--- src/rtl/md_unit_if.sv ---
// Issue-side bundle for the multiply/divide unit.
// The issuer drives start/op/A/B and observes busy/done/HI/LO.
interface md_unit_if #(
    parameter int WIDTH = 32
);
    logic             start;
    logic [2:0]       op;
    logic [WIDTH-1:0] A;
    logic [WIDTH-1:0] B;
    logic             busy;
    logic             done;
    logic [WIDTH-1:0] HI;
    logic [WIDTH-1:0] LO;

    modport master (output start, op, A, B, input busy, done, HI, LO);
    modport slave  (input start, op, A, B, output busy, done, HI, LO);
endinterface

--- src/rtl/md_unit.sv ---
// Iterative radix-2 multiply/divide with HI/LO result registers.
// Latency: WIDTH+1 cycles for mul/div (WIDTH steps + sign fix), MTHI/MTLO write at the sampling edge.
// Backpressure: busy is high while an operation is in flight; start is ignored until it falls.
module md_unit #(
    parameter int WIDTH = 32
) (
    input  logic      clk,
    input  logic      rst_n,
    md_unit_if.slave  bus
);
    localparam int CW = $clog2(WIDTH);

    typedef enum logic [1:0] {IDLE, RUN, FIX} state_t;

    state_t             state;
    logic [CW-1:0]      cnt;
    logic               is_div;
    logic               neg_lo;
    logic               neg_hi;
    logic               div0;
    logic [WIDTH-1:0]   opb;
    logic [2*WIDTH-1:0] acc;
    logic [WIDTH-1:0]   hi;
    logic [WIDTH-1:0]   lo;
    logic               busy;
    logic               done;

    logic               op_signed;
    logic               a_sign;
    logic               b_sign;
    logic [WIDTH-1:0]   a_mag;
    logic [WIDTH-1:0]   b_mag;

    logic [WIDTH:0]     mul_sum;
    logic [WIDTH:0]     div_shift;
    logic [WIDTH:0]     div_diff;
    logic               div_ge;
    logic [WIDTH-1:0]   div_rem;
    logic [2*WIDTH-1:0] acc_step;
    logic [2*WIDTH-1:0] prod_fix;
    logic [WIDTH-1:0]   q_fix;
    logic [WIDTH-1:0]   r_fix;

    always_comb begin
        op_signed = bus.op[0];
        a_sign    = op_signed & bus.A[WIDTH-1];
        b_sign    = op_signed & bus.B[WIDTH-1];
        a_mag     = a_sign ? -bus.A : bus.A;
        b_mag     = b_sign ? -bus.B : bus.B;

        // Multiply keeps the multiplier in acc's low half and shifts the partial product in from the top.
        mul_sum   = {1'b0, acc[2*WIDTH-1:WIDTH]} + {1'b0, (acc[0] ? opb : {WIDTH{1'b0}})};
        // Divide keeps the dividend in acc's low half; quotient bits enter at the bottom as it shifts out.
        div_shift = {acc[2*WIDTH-1:WIDTH], acc[WIDTH-1]};
        div_ge    = div_shift >= {1'b0, opb};
        div_diff  = div_shift - {1'b0, opb};
        div_rem   = div_ge ? div_diff[WIDTH-1:0] : div_shift[WIDTH-1:0];
        acc_step  = is_div ? {div_rem, acc[WIDTH-2:0], div_ge} : {mul_sum, acc[WIDTH-1:1]};

        prod_fix  = neg_lo ? -acc : acc;
        q_fix     = div0 ? {WIDTH{1'b1}} : (neg_lo ? -acc[WIDTH-1:0] : acc[WIDTH-1:0]);
        // With a zero divisor the remainder is |A|; re-applying A's sign restores the raw dividend.
        r_fix     = neg_hi ? -acc[2*WIDTH-1:WIDTH] : acc[2*WIDTH-1:WIDTH];
    end

    always_ff @(posedge clk or negedge rst_n) begin
        if (!rst_n) begin
            state  <= IDLE;
            cnt    <= '0;
            is_div <= 1'b0;
            neg_lo <= 1'b0;
            neg_hi <= 1'b0;
            div0   <= 1'b0;
            opb    <= '0;
            acc    <= '0;
            hi     <= '0;
            lo     <= '0;
            busy   <= 1'b0;
            done   <= 1'b0;
        end else begin
            done <= 1'b0;
            case (state)
                IDLE: begin
                    if (bus.start) begin
                        if (!bus.op[2]) begin
                            is_div <= bus.op[1];
                            neg_lo <= a_sign ^ b_sign;
                            neg_hi <= bus.op[1] & a_sign;
                            div0   <= bus.op[1] & (bus.B == '0);
                            opb    <= bus.op[1] ? b_mag : a_mag;
                            acc    <= {{WIDTH{1'b0}}, (bus.op[1] ? a_mag : b_mag)};
                            cnt    <= '0;
                            busy   <= 1'b1;
                            state  <= RUN;
                        end else if (bus.op == 3'd4) begin
                            hi <= bus.A;
                        end else if (bus.op == 3'd5) begin
                            lo <= bus.A;
                        end
                    end
                end
                RUN: begin
                    acc <= acc_step;
                    cnt <= cnt + 1'b1;
                    if (cnt == CW'(WIDTH-1)) begin
                        state <= FIX;
                    end
                end
                FIX: begin
                    if (is_div) begin
                        hi <= r_fix;
                        lo <= q_fix;
                    end else begin
                        hi <= prod_fix[2*WIDTH-1:WIDTH];
                        lo <= prod_fix[WIDTH-1:0];
                    end
                    busy  <= 1'b0;
                    done  <= 1'b1;
                    state <= IDLE;
                end
                default: state <= IDLE;
            endcase
        end
    end

    assign bus.busy = busy;
    assign bus.done = done;
    assign bus.HI   = hi;
    assign bus.LO   = lo;
endmodule

--- src/flat_wrapper.sv ---
// flat-port wrapper written by rule: the top's interface ports become plain ports
module md_unit_flat 
#(
    parameter int WIDTH = 32
)
  (clk, rst_n, bus_start, bus_op, bus_A, bus_B, bus_busy, bus_done, bus_HI, bus_LO);
  md_unit_if #(.WIDTH(WIDTH)) bus_i ();
  input  logic clk;
  input  logic rst_n;
  input wire logic [$bits(bus_i.start)-1:0] bus_start;
  input wire logic [$bits(bus_i.op)-1:0] bus_op;
  input wire logic [$bits(bus_i.A)-1:0] bus_A;
  input wire logic [$bits(bus_i.B)-1:0] bus_B;
  output wire logic [$bits(bus_i.busy)-1:0] bus_busy;
  output wire logic [$bits(bus_i.done)-1:0] bus_done;
  output wire logic [$bits(bus_i.HI)-1:0] bus_HI;
  output wire logic [$bits(bus_i.LO)-1:0] bus_LO;
  assign bus_i.start = bus_start;
  assign bus_i.op = bus_op;
  assign bus_i.A = bus_A;
  assign bus_i.B = bus_B;
  assign bus_busy = bus_i.busy;
  assign bus_done = bus_i.done;
  assign bus_HI = bus_i.HI;
  assign bus_LO = bus_i.LO;
  md_unit #(.WIDTH(WIDTH)) u_core (.clk(clk), .rst_n(rst_n), .bus(bus_i));
endmodule
--- config.mk ---
export PLATFORM = sky130hd
export DESIGN_NAME = md_unit_flat
export DESIGN_NICKNAME = d
export VERILOG_FILES = /design/src/rtl/md_unit_if.sv /design/src/rtl/md_unit.sv /design/src/flat_wrapper.sv
export SDC_FILE = /design/constraint.sdc
export NUM_CORES = 1
export LEC_CHECK = 0
export ABC_AREA = 1
export ABC_CLOCK_PERIOD_IN_PS = 3500
export CAP_MARGIN = 5
export CORE_AREA = 2 2 207 209
export DETAILED_ROUTE_END_ITERATION = 6
export DIE_AREA = 0 0 209 211
export PLACE_DENSITY = 0.61
export RECOVER_POWER = 25
export SLEW_MARGIN = 20
export SYNTH_ARGS = -nofsm -noshare
export SYNTH_HDL_FRONTEND = slang
export SYNTH_SLANG_ARGS = --single-unit
--- constraint.sdc ---
create_clock -name clk -period 3.5 [get_ports clk]
set_input_delay 0.525 -clock clk [delete_from_list [all_inputs] [get_ports clk]]
set_output_delay 0.525 -clock clk [all_outputs]
set_load 0.01 [all_outputs]
After elaboration in Yosys (flattened, before gate mapping)
Index checks and enable logic that the tools add are counted.
Storage, ports and cells
  register bits: 173
  latch bits: 0
  bits in writable memories: 0
  memory bits (read-only): 0
  input bits: 70
  output and inout port bits: 66
  word-level logic and storage cells: 85
  memories kept: 0
Cells by class
  add/subtract/negate cells: 8
  $mul: 0
  div/mod/pow operators: 0
  magnitude comparators: 1
  eq/ne operators: 12
  shifts and indexed selects: 0
  muxes and demuxes: 36
  bitwise logic cells: 6
  reductions and logical operators: 10
Operators by type and width (count)
  two-way mux 32 bit: 18
  two-way mux 64 bit: 4
  negation 32 bit: 4
  case mux 32 bit (2 select lines): 2
  case mux 64 bit (2 select lines): 1
  negation 64 bit: 1
  adder 32 x 32 -> 33 bit: 1
  >= comparator 33 x 32 -> 1 bit: 1
  zero test 32 bit: 1
  subtractor 32 bit: 1
  AND reduction 3 bit: 4
  two-way mux 5 bit: 2
  case mux 5 bit (2 select lines): 1
  inequality test 2 bit, second input constant: 4
  == test 3 bit, second input constant: 2
  two-way mux 2 bit: 3
  inequality test 2 x 1 -> 1 bit, second input constant: 3
  adder 5 x 1 -> 5 bit, second input constant: 1
  == test 5 bit, second input constant: 1
  AND reduction 5 bit: 1
  AND 1 bit: 4
  case mux 2 bit (2 select lines): 1
  AND reduction 4 bit: 1
  nonzero test 2 bit: 2
  7 further kinds: 9

Longest topological paths before layout
Gate-level depths: netlist of run 1.
  depth after elaboration: 6
  gate-level depth with buffers: 21
  gate-level depth less buffers: 19

Worst setup path after synthesis of run 1
OpenSTA, ideal clock, no wires.
  path kind: register to register
  from: reg u_core.acc[0]
  to: reg u_core.acc[47]
  library setup time: 76 ps
  arrival: 2466 ps
  required time: 3424 ps
  path slack: 958 ps
  stages on the path, launching flop included: 17
  buffers on the path: 2
  clock period less this slack: 2542 ps
  path through: dfrtp_1 buf_2 clkbuf_1 nand2_1 inv_1 ha_1 inv_1 fa_1 o21ai_1 inv_1 o21ai_1 nand2_1 nand2_1 nand2_1 nand3_1 nand3_1 o21ai_1
On the way
  longest elaborated chain between the ends: 4
Ends and longest elaborated chain
  start, declared: RTL line md_unit.sv:22  | logic [2*WIDTH-1:0] acc;
  start signal, assigned: RTL line md_unit.sv:91  | acc <= {{WIDTH{1'b0}}, (bus.op[1] ? a_mag : b_mag)};
  start signal, assigned: RTL line md_unit.sv:103  | acc <= acc_step;
  two-way mux 32 bit: RTL line md_unit.sv:52  | mul_sum = {1'b0, acc[2*WIDTH-1:WIDTH]} + {1'b0, (acc[0] ? opb : {WIDTH{1'b0}})};
  adder 32 x 32 -> 33 bit: RTL line md_unit.sv:52
  two-way mux 64 bit: RTL line md_unit.sv:58  | acc_step = is_div ? {div_rem, acc[WIDTH-2:0], div_ge} : {mul_sum, acc[WIDTH-1:1]};
  case mux 64 bit (2 select lines): RTL line md_unit.sv:82  | case (state)
No other way between the ends.
A chain may end at the register's enable or synchronous reset.

Final worst setup path of run 1
  from: reg u_core.acc[32]
  to: reg u_core.acc[47]
On the way
  longest elaborated chain between the ends: 4
  elaborated cells between the ends (all ways): 6
  classes of those cells: add/sub: 2; order compare: 1; mux: 3
Ends and longest elaborated chain
  subtractor 32 bit / >= comparator 33 x 32 -> 1 bit (equally long branches): RTL line md_unit.sv:56, md_unit.sv:55
  two-way mux 32 bit: RTL line md_unit.sv:57  | div_rem = div_ge ? div_diff[WIDTH-1:0] : div_shift[WIDTH-1:0];
  two-way mux 64 bit (*): RTL line md_unit.sv:58
  case mux 64 bit (2 select lines) (*): RTL line md_unit.sv:82
Mark *: on every way between the ends. The rest lies on a longest branch, timed or not.

==> flow_summary.ini, run 1 <==
[logic_synthesis]
synth_cell_types = 54
synth-compound-area-share_pct = 14.2
synth_simple_gate_area_share_pct = 42.8
synth-warning-count = 0
synth.cell_area_sq_um = 18600
seq_area_frac_synth_pct = 23.3
synthArstFlopShare_pct = 100
syn-num-nets = 3381
synthTopCellsByArea = sky130_fd_sc_hd__dfrtp_1 (23%), sky130_fd_sc_hd__nand2_1 (19%), sky130_fd_sc_hd__nand3_1 (9.5%)
synth.mux.area_fraction_pct = 0
synth.top_cell.area_share_pct = 23.3
number_of_flops_mapped_to_enable_cells_by_yosys = 0
syn-mean-instance-area_sq_um = 5.74
synth_area_leader_cell = sky130_fd_sc_hd__dfrtp_1
synth_top_family_by_area = simple AND/OR/NAND/NOR gates
postSynth.topFlopCell = sky130_fd_sc_hd__dfrtp_1
synth_xor_xnor_area_share_pct = 2.97
synth.ff_latch_count = 173
syn_inst = 3239
adder_cell_share_of_the_synthesized_area_pct = 4.93

[worst_setup_path]
critical_path_maximum_fanout = 8
crit_path_end_kind = flip-flop
crit_required_ns = 3.88
timing.critical_path.arrival_ns = 3.29
critPathKind = reg -> reg
setup.worst_path.start_class = flip-flop

[pwr]
finalPower_mw = 23.5
powerDensity_nw_per_um2 = 1110
power.static_leakage_nw = 10.7
ir_worst_vdd_mv = 0.540

[clock_network]
cts_repair_resize_count = 0
clock_sinks = 173
cts_hold_buffers = 0
tritoncts_clock_tree = built
clock_tree_buf_depth = 2
clock_root_buffer = sky130_fd_sc_hd__clkbuf_16
cts_made_buffers = 17
later_pin_clock_latency_in_the_skew_report_ns = 0.47
htree_levels = 4
post_cts.repair.setup_buffers = 0
clk_transition_reported_paths_ns = 0.07

[routing]
drtAntennaViolNets = 0
drc_errors = 4
avgViaCountPerCell = 5.78
vias = 22600
detailroute.wirelength.met3_mm = 9.06
tritonroute_pass_1_iters = 7
wire_per_inst_um = 22.3
met2_wirelength_mm = 37.7
topRoutingLayerUsed = met4
routed_wl_mm = 87.3
drt-initial-drc-count = 2776
routedLengthMet1_mm = 35.4

[grt]
globalRouteOverflowTotal = 0
via_count_of_the_first_global_routing_pass = 20900
grt_max_degree = 94
grt_pass1_wl_mm = 128
grtUsageTotal_pct = 39.1
initial_antenna_violation_count = 0

[placed_design]
dp.final_hpwl_mm = 71.1
gpl.final_weighted_congestion = 1.07
portBuffers = 135

[outcome]
violations_in_the_final_reports = design-rule violations, max-capacitance violations, max-slew violations
run_status = finished, violations left

[die]
fp.dieArea_sq_um = 44100
initial_core_util_pct = 44.5
dieWidth_um = 209
io_pins = 136
dieHeight_um = 211
core_sq_um = 41800
rows = 75

[cells_and_area]
nets = 3498
synthToLayoutAreaGrowth_pct = 14.4
drive_above_1_share_pct = 4.66
utilization_after_layout_pct = 50.9
antenna_cells = 0

[timing]
worst-slew-pin-transition_ns = 2.20
worst_clock_skew_ns = 0.0206
maxClockFrequency_mhz = 344
hold_violations = 0
period_needed_ns = 2.91
setup_tns_final_ns = 0
report.final.setup_viol = 0
part_of_the_cycle_the_worst_path_needs_pct = 83.0
remaining_max_slew_budget_at_the_tightest_pin_pct = -46.4
rsz0062_at_grt = no
timing.final.max_slew_violations = 79

[job]
number_of_violations_of_the_max_capacitance_limit = 1

[min_path]
min_path_type = reg -> reg
## cells by family (layout without fill, tap and decap cells)
family / count (synthesis) / after routing
buf+inv: 558 / 688
flops: 173 / 173
xor+xnor: 63 / 63
compound gates: 481 / 481
simple gates: 1892 / 1892
fa+ha+maj: 72 / 72
## where the power goes
part | internal (mW) | switching (mW)
Combinational | 5.79 | 11.4
Sequential | 3.00 | 1.28
Clock | 1.03 | 0.982
## synthesized netlist by cell type, types with 19 or more instances
cell / count
sky130_fd_sc_hd__a21oi_1: 206
sky130_fd_sc_hd__buf_2: 26
sky130_fd_sc_hd__clkbuf_1: 48
sky130_fd_sc_hd__dfrtp_1: 173
sky130_fd_sc_hd__ha_1: 70
sky130_fd_sc_hd__inv_1: 439
sky130_fd_sc_hd__nand2_1: 955
sky130_fd_sc_hd__nand3_1: 351
sky130_fd_sc_hd__nand4_1: 50
sky130_fd_sc_hd__nor2_1: 446
sky130_fd_sc_hd__nor3_1: 27
sky130_fd_sc_hd__o211ai_1: 33
sky130_fd_sc_hd__o21ai_0: 169
sky130_fd_sc_hd__o21ai_1: 19
sky130_fd_sc_hd__xor2_1: 56
## final cells by class
cell class | count | area (sq um)
Fill cell | 4442 | 20500
Multi-Input combinational cell | 2508 | 12100
Sequential cell | 173 | 4330
Timing Repair Buffer | 202 | 1880
Inverter | 454 | 1710
Tap cell | 539 | 674
Clock buffer | 18 | 439
Clock inverter | 14 | 149
## stage by stage
stage	area, sq um	instances	setup WS (ns)	hold WS, ns
final	21200	3908	0.594	0.489
after global routing	21200	3908	0.395	0.531
after CTS	21300	3908	0.646	0.120
after detailed placement	20700	3876	0.310	0.477
after global placement	20700	3876	0.336	0.471
after floorplan	18600	3239	0.958	0.229
## critical path: stages (launching register included)
cell and delay (ns):
sky130_fd_sc_hd__dfrtp_1 0.57, sky130_fd_sc_hd__ha_1 0.34, sky130_fd_sc_hd__inv_1 0.11, sky130_fd_sc_hd__fa_1 0.43
sky130_fd_sc_hd__o21ai_1 0.32, sky130_fd_sc_hd__inv_1 0.13, sky130_fd_sc_hd__o21ai_1 0.31, sky130_fd_sc_hd__nand2_1 0.12
sky130_fd_sc_hd__nand2_1 0.12, sky130_fd_sc_hd__nand2_1 0.06, sky130_fd_sc_hd__nand3_1 0.08, sky130_fd_sc_hd__nand3_1 0.08
sky130_fd_sc_hd__o21ai_1 0.14
## metal layers
| metal | up-vias | GRT usage, % |
|---|---|---|
| met5 | - | 0 |
| met4 | 0 | 21.1 |
| met3 | 184 | 7.08 |
| met2 | 1187 | 60.1 |
| met1 | 10600 | 52.1 |
| li1 | 10600 | - |
## worst paths after layout
check	from	cells past startpoint	slack, ns	endpoint
max	u_core.acc[32]	12	0.59	u_core.acc[47]
min	u_core.bus.LO[10]	2	0.49	u_core.bus.LO[10]
max reg2reg	u_core.acc[32]	12	0.59	u_core.acc[47]
min reg2reg	u_core.bus.LO[10]	2	0.49	u_core.bus.LO[10]
max in group asynchronous	rst_n	2	0.96	u_core.acc[56]
min in group asynchronous	rst_n	1	0.65	u_core.cnt[0]
## layout by cell type (no fill, tap or decap), types with 17 or more instances in the layout
cell / netlist / final
sky130_fd_sc_hd__a21oi_1: 206 / 206
sky130_fd_sc_hd__buf_4: 9 / 62
sky130_fd_sc_hd__clkbuf_16: 0 / 17
sky130_fd_sc_hd__clkdlybuf4s50_1: 0 / 134
sky130_fd_sc_hd__dfrtp_1: 173 / 172
sky130_fd_sc_hd__ha_1: 70 / 70
sky130_fd_sc_hd__inv_1: 439 / 439
sky130_fd_sc_hd__nand2_1: 955 / 955
sky130_fd_sc_hd__nand3_1: 351 / 351
sky130_fd_sc_hd__nand4_1: 50 / 50
sky130_fd_sc_hd__nor2_1: 446 / 446
sky130_fd_sc_hd__nor3_1: 27 / 27
sky130_fd_sc_hd__o211ai_1: 33 / 33
sky130_fd_sc_hd__o21ai_0: 169 / 169
sky130_fd_sc_hd__o21ai_1: 19 / 19
sky130_fd_sc_hd__xor2_1: 56 / 56
## registers in the layout, indices dropped and copies added (netlist names), 2 cells and up
| register | flops |
|---|---|
| u_core.bus.LO | 32 |
| u_core.opb | 32 |
| u_core.bus.HI | 32 |
| u_core.cnt | 5 |
| u_core.acc | 64 |
| u_core.state | 2 |
(Power assumes the default switching activity.)
==> run 2, diff against run 1 <==
Settings changed: ABC_CLOCK_PERIOD_IN_PS 3500 to 2470, PLACE_DENSITY 0.61 to 0.64.
Clock period 3.5 ns to 2.47 ns, I/O delays scaled along.
==> run 2 against run 1 <==
Net effect: the run ends with design-rule violations left; final area is 18% higher; first-iteration DRC count is 8.8% higher; clock skew is 0.010 ns lower; routed wire length is 6.1% higher; combinational power is 87% higher; utilization is 9.4 points higher; critical path type unchanged; largest cell class unchanged; highest routed layer is now met5.
==> flow_summary.ini, run 2 (synthesis gave the netlist of run 1 again) <==
[outcome]
run_status = finished, violations left
violations_in_the_final_reports = design-rule violations

[grt]
grt_max_degree = 94
grtUsageTotal_pct = 40.9
grt_pass1_wl_mm = 135
initial_antenna_violation_count = 1
via_count_of_the_first_global_routing_pass = 22600
globalRouteOverflowTotal = 0

[cells_and_area]
antenna_cells = 0
top_register = u_core.acc
utilization_after_layout_pct = 60.3
layout.cells.most_common = sky130_fd_sc_hd__nand2_1
nets = 3841
largest_register_ff_count = 64
most_frequent_cells_in_the_layout = sky130_fd_sc_hd__nand2_1 (919), sky130_fd_sc_hd__inv_1 (419), sky130_fd_sc_hd__nor2_1 (413)
filler_cell_count = 4129
synthToLayoutAreaGrowth_pct = 35.4
drive_above_1_share_pct = 19.0

[routing]
vias = 24300
tritonroute_pass_1_iters = 7
drc_errors = 5
drtAntennaViolNets = 0
avgViaCountPerCell = 5.72
wire_per_inst_um = 21.8
routed_wl_mm = 92.6
drt-initial-drc-count = 3020

[timing]
hold_violations = 0
report.final.setup_viol = 0
remaining_max_slew_budget_at_the_tightest_pin_pct = 20.3
setup_tns_final_ns = 0
part_of_the_cycle_the_worst_path_needs_pct = 98.8
worst-slew-pin-transition_ns = 1.20
maxClockFrequency_mhz = 410
rsz0062_at_grt = yes
period_needed_ns = 2.44
worst_clock_skew_ns = 0.0104
timing.final.max_slew_violations = 0

[clock_network]
cts_made_buffers = 17
clock_sinks = 173
clk_transition_reported_paths_ns = 0.08
clock_tree_buf_depth = 2
htree_levels = 4
later_pin_clock_latency_in_the_skew_report_ns = 0.50
clock_root_buffer = sky130_fd_sc_hd__clkbuf_16
tritoncts_clock_tree = built

[worst_setup_path]
setup.worst_path.start_class = flip-flop
critical_path_maximum_fanout = 12
critPathKind = reg -> reg
crit_required_ns = 2.87
timing.critical_path.arrival_ns = 2.84
crit_path_end_kind = flip-flop

[placed_design]
portBuffers = 135
dp.final_hpwl_mm = 74.3
gpl.final_weighted_congestion = 1.07

[pwr]
power.static_leakage_nw = 12.4
ir_worst_vdd_mv = 0.843
powerDensity_nw_per_um2 = 1630

[die]
core_sq_um = 41800
io_pins = 136
initial_core_util_pct = 44.5
dieHeight_um = 211
dieWidth_um = 209
fp.dieArea_sq_um = 44100
rows = 75

[min_path]
min_path_type = reg -> reg

[job]
number_of_violations_of_the_max_capacitance_limit = 0
[run 2: cell count changes in the layout (fill, tap and decap cells not counted), sizes merged]
cell / delta
dlygate4sd3: +1
buf: +338
clkinv: -1
clkbuf: +3
bufinv: +2
nand2: +2
nor2: +1
inv: -3
[run 2: repair_timing]
item | CTS | global route
pin swaps | 5 | 47
setup endpoints to repair | 17 | 51
gates resized for setup | 35 | 215
gates cloned | 2 | 3
hold buffers | 1 | 0
hold endpoints to repair | 37 | 0
buffers inserted | 2 | 11
[run 2: layout make-up]
cell class                      instances  area (sq um)  share of cell area [%]
Tap cell                              539           674                    2.68
Clock inverter                         12           179                   0.711
Inverter                              454          1710                    6.80
Timing Repair Buffer                  542          4570                    18.2
Multi-Input combinational cell       2511         13200                    52.6
Sequential cell                       173          4350                    17.3
Clock buffer                           20           457                    1.82
[run 2: critical path, stage by stage, from the launching register on]
cell                        delay (ns)
sky130_fd_sc_hd__dfrtp_2          0.45
sky130_fd_sc_hd__buf_6            0.15
sky130_fd_sc_hd__clkbuf_16        0.17
sky130_fd_sc_hd__nand2_2          0.07
sky130_fd_sc_hd__inv_1            0.07
sky130_fd_sc_hd__ha_4             0.31
sky130_fd_sc_hd__nand2_4          0.08
sky130_fd_sc_hd__nor4_2           0.29
sky130_fd_sc_hd__buf_4            0.17
sky130_fd_sc_hd__nand2_1          0.05
sky130_fd_sc_hd__and2_0           0.15
sky130_fd_sc_hd__nand3_1          0.08
sky130_fd_sc_hd__nand3_1          0.11
sky130_fd_sc_hd__nand3_1          0.12
sky130_fd_sc_hd__nand2_1          0.05
[run 2: power breakdown]
part / internal (mW) / switching (mW) / leakage, nW / total, mW
clock network: 1.68 / 1.41 / 0.304 / 3.09
logic: 12.8 / 19.3 / 10.2 / 32.1
registers: 4.27 / 1.53 / 1.99 / 5.80
[run 2: layer usage]
metal | track usage [%] | up-vias | wire (um)
li1 | - | 11300 | -
met1 | 53.1 | 11300 | 36800
met2 | 62.0 | 1366 | 39800
met3 | 9.78 | 289 | 9920
met4 | 23.8 | 4 | 5900
met5 | 1.11 | - | 80
[run 2: final timing paths]
kind	from	endpoint	slack, ns	cells after the start
max	u_core.acc[0]	u_core.acc[59]	0.03	14
min	u_core.bus.LO[13]	u_core.bus.LO[13]	0.50	2
max reg2reg	u_core.acc[0]	u_core.acc[59]	0.03	14
min reg2reg	u_core.bus.LO[13]	u_core.bus.LO[13]	0.50	2
max in group asynchronous	rst_n	u_core.bus.HI[23]	0.31	3
min in group asynchronous	rst_n	u_core.opb[30]	0.63	2
[run 2: stage by stage]
stage               worst slack (ns)  instance area [sq um]  power [mW]  hold WS (ns)  std cells
detailed placement            -0.181                  23200        33.5         0.322       4200
finish                        0.0287                  25200        41.0         0.502       4251
floorplan                     0.0241                  18600        21.5        0.0749       3239
global placement              -0.123                  23200        33.2         0.319       4200
CTS                         -0.00212                  24100        37.3         0.347       4237
global route                  -0.117                  25200        43.8         0.521       4251
